--- config.mk ---
export PLATFORM = sky130hd
export DESIGN_NAME = stream_packet_scheduler
export DESIGN_NICKNAME = d
export VERILOG_FILES = /design/src/rtl/stream_xbar_pkg.sv /design/src/rtl/rr_priority_select.sv /design/src/rtl/stream_packet_scheduler.sv
export SDC_FILE = /design/constraint.sdc
export NUM_CORES = 1
export LEC_CHECK = 0
export ABC_AREA = 1
export CELL_PAD_IN_SITES_DETAIL_PLACEMENT = 1
export CELL_PAD_IN_SITES_GLOBAL_PLACEMENT = 1
export CORE_ASPECT_RATIO = 1.4
export CORE_MARGIN = 8
export CORE_UTILIZATION = 45
export DETAILED_ROUTE_END_ITERATION = 6
export DONT_BUFFER_PORTS = 1
export GPL_ROUTABILITY_DRIVEN = 0
export PLACE_DENSITY_LB_ADDON = 0.1
export SYNTH_ARGS = -nofsm -noshare
export SYNTH_HDL_FRONTEND = slang
export SYNTH_HIERARCHICAL = 1
export SYNTH_SLANG_ARGS = --single-unit
--- constraint.sdc ---
create_clock -name clk_i -period 2.1 [get_ports clk_i]
set_input_delay 0.21 -clock clk_i [delete_from_list [all_inputs] [get_ports clk_i]]
set_output_delay 0.21 -clock clk_i [all_outputs]
set_load 0.02 [all_outputs]
--- src/rtl/stream_xbar_pkg.sv ---
// Shared types and helpers for the stream crossbar
// schedulers and arbiters.
package stream_xbar_pkg;

  typedef enum logic {
    SCHED_IDLE = 1'b0,
    SCHED_BUSY = 1'b1
  } sched_state_e;

  function automatic int clog2_min1(input int n);
    return (n <= 1) ? 1 : $clog2(n);
  endfunction

endpackage

--- src/rtl/rr_priority_select.sv ---
// Circular find-first-set: lowest set request at or
// after start_i, wrapping from N-1 back to 0.
module rr_priority_select
  import stream_xbar_pkg::*;
#(
  parameter int N = 2,
  parameter int W = clog2_min1(N)
) (
  input  logic [N-1:0] req_i,
  input  logic [W-1:0] start_i,
  output logic         found_o,
  output logic [W-1:0] idx_o
);

  logic [2*N-1:0] dbl;
  int             sum;

  // Rotate the doubled vector so start lands at bit 0,
  // then pick the lowest set bit within one lap.
  always_comb begin
    dbl     = {req_i, req_i} >> start_i;
    found_o = 1'b0;
    idx_o   = '0;
    sum     = 0;
    for (int i = N - 1; i >= 0; i--) begin
      if (dbl[i]) begin
        found_o = 1'b1;
        sum     = int'(start_i) + i;
        if (sum >= N) sum = sum - N;
        idx_o   = W'(sum);
      end
    end
  end

endmodule

--- src/rtl/stream_packet_scheduler.sv ---
// Per-master-port packet scheduler: round-robin grant
// held for a whole packet, plus per-packet beat count.
module stream_packet_scheduler
  import stream_xbar_pkg::*;
#(
  parameter  int S_DATA_COUNT = 2,
  parameter  int CNT_WIDTH    = 16,
  localparam int T_ID___WIDTH = clog2_min1(S_DATA_COUNT)
) (
  input  logic                    clk_i,
  input  logic                    rst_in,
  input  logic [S_DATA_COUNT-1:0] s_tvalid_i,
  input  logic [S_DATA_COUNT-1:0] s_tlast_i,
  output logic [S_DATA_COUNT-1:0] s_tready_o,
  output logic                    m_tvalid_o,
  input  logic                    m_tready_i,
  output logic                    grant_valid_o,
  output logic [T_ID___WIDTH-1:0] grant_id_o,
  output logic                    pkt_done_o,
  output logic [CNT_WIDTH-1:0]    pkt_len_o
);

  sched_state_e            state_q;
  logic [T_ID___WIDTH-1:0] rr_ptr_q;
  logic [T_ID___WIDTH-1:0] gid_q;
  logic                    gval_q;
  logic [CNT_WIDTH-1:0]    beat_q;
  logic                    done_q;
  logic [CNT_WIDTH-1:0]    len_q;

  logic [T_ID___WIDTH-1:0] nxt_id;
  logic [T_ID___WIDTH-1:0] srch;
  logic [CNT_WIDTH-1:0]    beat_d;
  logic                    found;
  logic [T_ID___WIDTH-1:0] win;
  logic                    hs;
  logic                    last;

  assign nxt_id =
    (gid_q == T_ID___WIDTH'(S_DATA_COUNT - 1))
      ? '0 : gid_q + 1'b1;

  // While busy the only arbitration happens at TLAST,
  // where the search begins just past the current grant.
  assign srch =
    (state_q == SCHED_BUSY) ? nxt_id : rr_ptr_q;

  assign beat_d = (&beat_q) ? beat_q : beat_q + 1'b1;

  assign m_tvalid_o = gval_q & s_tvalid_i[gid_q];
  assign last       = s_tlast_i[gid_q];
  assign hs         = m_tvalid_o & m_tready_i;

  assign grant_valid_o = gval_q;
  assign grant_id_o    = gid_q;
  assign pkt_done_o    = done_q;
  assign pkt_len_o     = len_q;

  rr_priority_select #(
    .N (S_DATA_COUNT),
    .W (T_ID___WIDTH)
  ) u_sel (
    .req_i   (s_tvalid_i),
    .start_i (srch),
    .found_o (found),
    .idx_o   (win)
  );

  // Route master TREADY back to the granted slave only.
  always_comb begin
    s_tready_o = '0;
    if (gval_q) s_tready_o[gid_q] = m_tready_i;
  end

  // Grant FSM, round-robin pointer and beat counter.
  always_ff @(posedge clk_i or negedge rst_in) begin
    if (!rst_in) begin
      state_q  <= SCHED_IDLE;
      rr_ptr_q <= '0;
      gid_q    <= '0;
      gval_q   <= 1'b0;
      beat_q   <= '0;
      done_q   <= 1'b0;
      len_q    <= '0;
    end else begin
      done_q <= 1'b0;
      unique case (state_q)
        SCHED_IDLE: begin
          if (found) begin
            gid_q   <= win;
            gval_q  <= 1'b1;
            state_q <= SCHED_BUSY;
          end
        end
        SCHED_BUSY: begin
          if (hs && last) begin
            len_q    <= beat_d;
            done_q   <= 1'b1;
            rr_ptr_q <= nxt_id;
            beat_q   <= '0;
            if (found) begin
              gid_q <= win;
            end else begin
              gval_q  <= 1'b0;
              state_q <= SCHED_IDLE;
            end
          end else if (hs) begin
            beat_q <= beat_d;
          end
        end
        default: state_q <= SCHED_IDLE;
      endcase
    end
  end

endmodule
Yosys cells after proc, flatten, opt, wreduce, memory -nomap -nowiden
Index checks and enable logic that the tools add are counted.
{"block": "op_classes", "bitwise": 4, "eq_ne": 3, "shift": 1, "magnitude_cmp": 4, "n_mux": 30, "n_addsub": 5, "n_reduce_logical": 7}
{"cell": "$mux W16", "n": 3}
{"cell": "$mux W1", "n": 22}
{"cell": "$add A16 B1 Y16 const B", "n": 1}
{"cell": "$reduce_and A16 Y1", "n": 1}
{"cell": "$pmux W1 S2", "n": 3}
{"cell": "$ne A2 B2 Y1 const B", "n": 2}
{"cell": "$reduce_and A2 Y1", "n": 2}
{"cell": "$shr A4 B1 Y2", "n": 1}
{"cell": "$reduce_and A3 Y1", "n": 1}
{"cell": "$add A1 B1 Y2 const B", "n": 1}
{"cell": "$and A1 B1 Y1", "n": 2}
{"cell": "$and A2 B2 Y2", "n": 1}
{"cell": "$ge A1 B2 Y1 const B", "n": 1}
{"cell": "$ge A2 B2 Y1 const B", "n": 1}
{"cell": "$logic_and A1 B1 Y1", "n": 2}
{"cell": "$lt A1 B2 Y1 const B", "n": 1}
{"cell": "$mux W2", "n": 1}
{"cell": "$ne A2 B1 Y1 const B", "n": 1}
{"cell": "$reduce_bool A2 Y1", "n": 1}
{"cell": "$sub A1 B1 Y1 const B", "n": 2}
{"cell": "$add A1 B1 Y1 const B", "n": 1}
{"cell": "$demux W1 S1", "n": 1}
{"cell": "$ge A1 B1 Y1 const B", "n": 1}
{"cell": "$not A1 Y1", "n": 1}
{"block": "word_totals", "elab_cells": 61, "ff_bits": 37}

Longest topological paths before layout
{"block": "logic_depth", "word_depth": 11, "ltp_mapped": 9, "ltp_nobuf": 9}

Hierarchy
The synthesis kept the hierarchy.
{"module": "stream_packet_scheduler", "n_inst": 1, "area_per_inst_um2": 2001.9, "cells_per_inst": 273, "seq_area_each_um2": 925.9}
{"module": "rr_priority_select", "n_inst": 1, "area_per_inst_um2": 18.8, "cells_per_inst": 4, "seq_area_each_um2": 0.0}

Worst setup path before layout
No wires, ideal clock.
{"block": "synth_timing", "path_type": "reg2reg", "start": "register gid_q (netlist: grant_id_o)", "end": "register len_q[7] (netlist: pkt_len_o[7])", "stages_incl_launch_ff": 8, "t_required_ns": 1.977, "t_arrival_ns": 1.373, "n_path_buf": 1, "setup_slack_ns": 0.604, "period_less_slack_ns": 1.496, "path_cell_list": "dfrtp_1 > o21ai_2 > nand4_4 > clkinv_2 > nand2_4 > buf_6 > nand2_1 > nand2_1"}
{"block": "synth_between", "elab_chain_cells": 6}
{"element": "start: declaration", "line": "stream_packet_scheduler.sv:25", "source": "logic [T_ID___WIDTH-1:0] gid_q;"}
{"element": "start signal: assignment", "line": "stream_packet_scheduler.sv:90", "source": "gid_q <= win;"}
{"element": "start signal: assignment", "line": "stream_packet_scheduler.sv:102", "source": "gid_q <= win;"}
{"element": "$mux W1 (not written as such) (2 in a row)", "line": "stream_packet_scheduler.sv:50", "source": "assign m_tvalid_o = gval_q & s_tvalid_i[gid_q];"}
{"element": "$and A1 B1 Y1", "line": "stream_packet_scheduler.sv:50"}
{"element": "$and A1 B1 Y1", "line": "stream_packet_scheduler.sv:52", "source": "assign hs = m_tvalid_o & m_tready_i;"}
{"element": "$logic_and A1 B1 Y1 (*)", "line": "stream_packet_scheduler.sv:96", "source": "if (hs && last) begin"}
{"element": "$reduce_and A2 Y1 (no source line) (*)"}
{"element": "end signal: assignment", "line": "stream_packet_scheduler.sv:97", "source": "len_q <= beat_d;"}
{"element": "end: declaration", "line": "stream_packet_scheduler.sv:29", "source": "logic [CNT_WIDTH-1:0] len_q;"}
Mark *: on every way between the ends. The rest lies on a longest branch, timed or not. The select of a mux whose other input is x is not followed.
A chain may end at the register's enable or synchronous reset.

Final worst setup path
{"block": "layout_timing", "start": "register beat_q[1]", "end": "register beat_q[14]"}
{"block": "layout_between", "elab_chain_cells": 4}
{"element": "start: declaration", "line": "stream_packet_scheduler.sv:27", "source": "logic [CNT_WIDTH-1:0] beat_q;"}
{"element": "start signal: assignment", "line": "stream_packet_scheduler.sv:108", "source": "beat_q <= beat_d;"}
{"element": "$add A16 B1 Y16 or $reduce_and A16 Y1 (tied branches)", "line": "stream_packet_scheduler.sv:48", "source": "assign beat_d = (&beat_q) ? beat_q : beat_q + 1'b1;"}
{"element": "$mux W16 (*)", "line": "stream_packet_scheduler.sv:48"}
{"element": "$mux W16 (*)", "line": "stream_packet_scheduler.sv:107", "source": "end else if (hs) begin"}
{"element": "$mux W16 (*)", "line": "stream_packet_scheduler.sv:96"}
Marked as above.

==> impl_metrics.py <==
metrics = {
    "sta": {
        "timing.final.hold_violations": 0,
        "setup_tns_ns": 0,
        "rsz0062_at_grt": "false",
        "final_max_slew_viol_count": 0,
        "final.setup_skew_ns": 0.009490,
        "worst_pin_slew_ns": 0.4518,
        "worst_hold_slack_ns": 0.1086,
        "fmax_ghz": 0.5625,
        "final.period_utilization_pct": 84.65,
        "finalSetupViolCount": 0,
        "slew-limit-headroom_pct": 69.88,
        "layout_min_cycle_time_ns": 1.778,
    },
    "power": {
        "swShare_pct": 39.81,
        "sequentialPowerShare_pct": 50.1,
        "p_leak_nw": 1.159,
        "pwr_density_nw_per_um2": 934.6,
        "combinational_power_share_pct": 26.0,
        "power_report.internal_total_mw": 1.247,
        "ir_drop_mv": 0.7257,
        "netSwitchingPower_mw": 0.8249,
        "clock_power_share_pct": 24.0,
    },
    "clock_tree": {
        "htree_num_levels": 2,
        "cts-buffers-inserted": 5,
        "post-cts-setup-buffers": 0,
        "tritoncts_num_sinks": 37,
        "clock_tree_from_tritoncts": "built",
        "insertion_delay_of_the_later_clocked_pin_in_the_worst_skew_pair_ns": 0.30,
        "clk_root_buffer_cell": "sky130_fd_sc_hd__clkbuf_8",
        "clkSlewWorstSetupHoldPaths_ns": 0.08,
        "ctsLongestPathBuffers": 2,
    },
    "die": {
        "design.die.area_um2": 6921,
        "initial_utilization_pct": 45.65,
        "die_h_um": 95.29,
        "chipWidth_um": 72.64,
        "num_rows": 29,
        "fp.coreArea_um2": 4427,
        "pin_count": 29,
    },
    "worst_hold_path": {
        "hp-class": "in2reg",
        "worstHoldPathCells": 3,
    },
    "worst_setup_path": {
        "worst_path_dominant_cell_family": "simple AND/OR/NAND/NOR gates",
        "r2r_worst_path_depth": 8,
        "path_cells": "ha_1 -> nand3_1 -> inv_1 -> nand4_1 -> buf_4 -> nand3_1 -> nand2_1 -> nand2_1",
        "crit_path_end_kind": "flip-flop",
        "crit_path_top_delay_cell": "sky130_fd_sc_hd__dfrtp_1",
        "critPathLaunchType": "flip-flop",
        "critPathRequiredTime_ns": 2.33,
        "reg2reg_slack_ns": 0.32,
        "critical_path.max_stage_delay_ns": 0.42,
        "timing.critical_path.arrival_ns": 2.01,
        "path_max_fanout": 10,
        "critical_path_depth": 8,
        "crit_type": "reg2reg",
        "crit_buf_inv": 2,
    },
    "synth": {
        "synth_most_common_cell": "sky130_fd_sc_hd__nand2_1",
        "leading_post_synthesis_cells_by_cell_area": "sky130_fd_sc_hd__dfrtp_1 (46%), sky130_fd_sc_hd__nand2_1 (24%), sky130_fd_sc_hd__inv_1 (5.6%), sky130_fd_sc_hd__nand3_1 (4.7%), sky130_fd_sc_hd__o21ai_0 (3.0%)",
        "postSynthRegisterBits": 37,
        "synth_top_area_share_pct": 45.82,
        "yosysWarnings": 6,
        "yosys-top-cells-count": "sky130_fd_sc_hd__nand2_1 (128), sky130_fd_sc_hd__dfrtp_1 (37), sky130_fd_sc_hd__inv_1 (30)",
        "synth_edf_count": 0,
        "fraction_of_registers_with_async_set_reset_pct": 100.0,
        "synth_top_flop_cell": "sky130_fd_sc_hd__dfrtp_1",
        "netlist.top_cell.by_area": "sky130_fd_sc_hd__dfrtp_1",
        "postSynthNetCount": 285,
        "synthesis.area_per_instance_um2": 7.295,
        "ys_seq_area_share_pct": 45.82,
        "postSynthCellCount": 277,
        "synth_cell_type_count": 26,
        "netlist_area_um2": 2021,
    },
    "placement": {
        "place_inst": 340,
        "dpl.hpwl_um": 4083,
        "io_buffers": 0,
    },
    "global_route": {
        "grt_pass1_vias": 1879,
        "track_usage_pct": 17.40,
        "grt_overflow_total": 0,
        "grt_antenna_before_repair": 0,
        "grt_pass1_wl_um": 9163,
        "grt_start_max_net_pins": 38,
    },
    "detailed_routing": {
        "routed-via-count": 1739,
        "final_antenna_net_count": 0,
        "drt_iter0_markers": 72,
        "detail_route.first_pass.iterations": 4,
        "drc_errors_left": 0,
        "vias_per_cell": 4.969,
        "routedWlPerCell_um": 15.40,
        "total_wire_length_um": 5391,
    },
    "flow_run": {
        "drv.max_cap_violation_count": 0,
    },
    "final_layout": {
        "final_layout_size_suffix_gt1_share_pct": 8.333,
        "layout.nets": 295,
        "fin_cells": 350,
        "insertedDiodeCount": 0,
        "final_core_utilization_pct": 50.08,
        "fillerInstances": 589,
        "synthesis_to_finish_area_growth_pct": 9.722,
    },
    "run_status": {
        "status": "completed",
    },
}
-- per-layer routing --
metal	GRT usage, %	vias to the layer above	wire (µm)	share of wire, %
met5	0	-	0	0
met4	7.370	0	114	2.1
met3	3.684	8	169	3.1
met2	30.76	25	2787	52
met1	19.64	829	2319	43
li1	-	877	-	-
-- cells by family (layout without fill, tap and decap cells) --
family | count (synthesis) | in the layout | synth area share [%]
flip-flops | 37 | 37 | 45.82
adder cells (fa/ha/maj) | 1 | 1 | 0.6191
XOR/XNOR | 5 | 5 | 2.167
AO/OA/AOI/OAI | 19 | 19 | 4.891
AND/OR/NAND/NOR | 179 | 179 | 38.58
buffers and inverters | 36 | 47 | 7.925
-- cells in the final DEF, fill, tap and decap left out, types with 2 or more instances in the layout --
master,netlist,final
sky130_fd_sc_hd__buf_4,0,6
sky130_fd_sc_hd__nand4_1,4,4
sky130_fd_sc_hd__nand4_4,2,2
sky130_fd_sc_hd__nor2_4,2,2
sky130_fd_sc_hd__o21ai_0,12,12
sky130_fd_sc_hd__clkbuf_8,0,5
sky130_fd_sc_hd__dfrtp_1,37,37
sky130_fd_sc_hd__nand2_1,128,128
sky130_fd_sc_hd__nor3_1,2,2
sky130_fd_sc_hd__clkinv_2,1,3
sky130_fd_sc_hd__nand3_1,19,19
sky130_fd_sc_hd__xor2_1,4,4
sky130_fd_sc_hd__o21ai_1,5,5
sky130_fd_sc_hd__nor2_1,16,16
sky130_fd_sc_hd__inv_1,30,30
-- final timing paths --
kind	from	to
worst max-delay path	beat_q[1]	beat_q[14]
worst min-delay path	s_tvalid_i[0]	grant_id_o
worst max register to register	beat_q[1]	beat_q[14]
worst min register to register	rr_ptr_q	rr_ptr_q
max in group asynchronous	rst_in	pkt_len_o[2]
min in group asynchronous	rst_in	pkt_len_o[11]
-- per-stage QoR --
step           setup WS, ns  power, mW  instance area (µm²)
2_1_floorplan        0.6037      1.440                 2021
3_3_place_gp         0.4083      1.573                 2101
3_5_place_dp         0.3564      1.583                 2101
4_1_cts              0.3473      2.107                 2217
5_1_grt              0.1519      2.218                 2217
6_report             0.3223      2.072                 2217
-- registers in the layout, summed over array words and instances, names as in the netlist --
register,flops
grant_id_o,1
state_q,1
pkt_len_o,16
rr_ptr_q,1
grant_valid_o,1
beat_q,16
pkt_done_o,1
-- final cells by class --
cell class / instances / area, µm² / share of cell area, %
multi-input cells: 204 / 934.6 / 42.16
repair buffers: 8 / 75.07 / 3.386
clock inverters: 3 / 17.52 / 0.7901
flip-flops and latches: 37 / 925.9 / 41.76
inverters: 31 / 117.6 / 5.305
clock buffers: 5 / 68.82 / 3.104
well taps: 62 / 77.57 / 3.499
-- power by group through the flow --
stage	logic [mW]	registers, mW	clock network [mW]
3_5_place_dp	0.532	1.05	0
4_1_cts	0.554	1.04	0.513
3_3_place_gp	0.523	1.05	0
6_report	0.538	1.04	0.497
2_1_floorplan	0.401	1.04	0
5_1_grt	0.620	1.06	0.540
-- what timing repair did --
| item | CTS | global route |
|---|---|---|
| gates resized for setup | 0 | 0 |
| hold endpoints to repair | 37 | 0 |
| hold buffers | 2 | 0 |
-- worst min-delay path: cells and delay by family --
family / cells / cell delay [ns]
AND/OR/NAND/NOR: 2 / 0.12
AO/OA/AOI/OAI: 1 / 0.05
No activity file was read; power rests on OpenSTA's default activity.
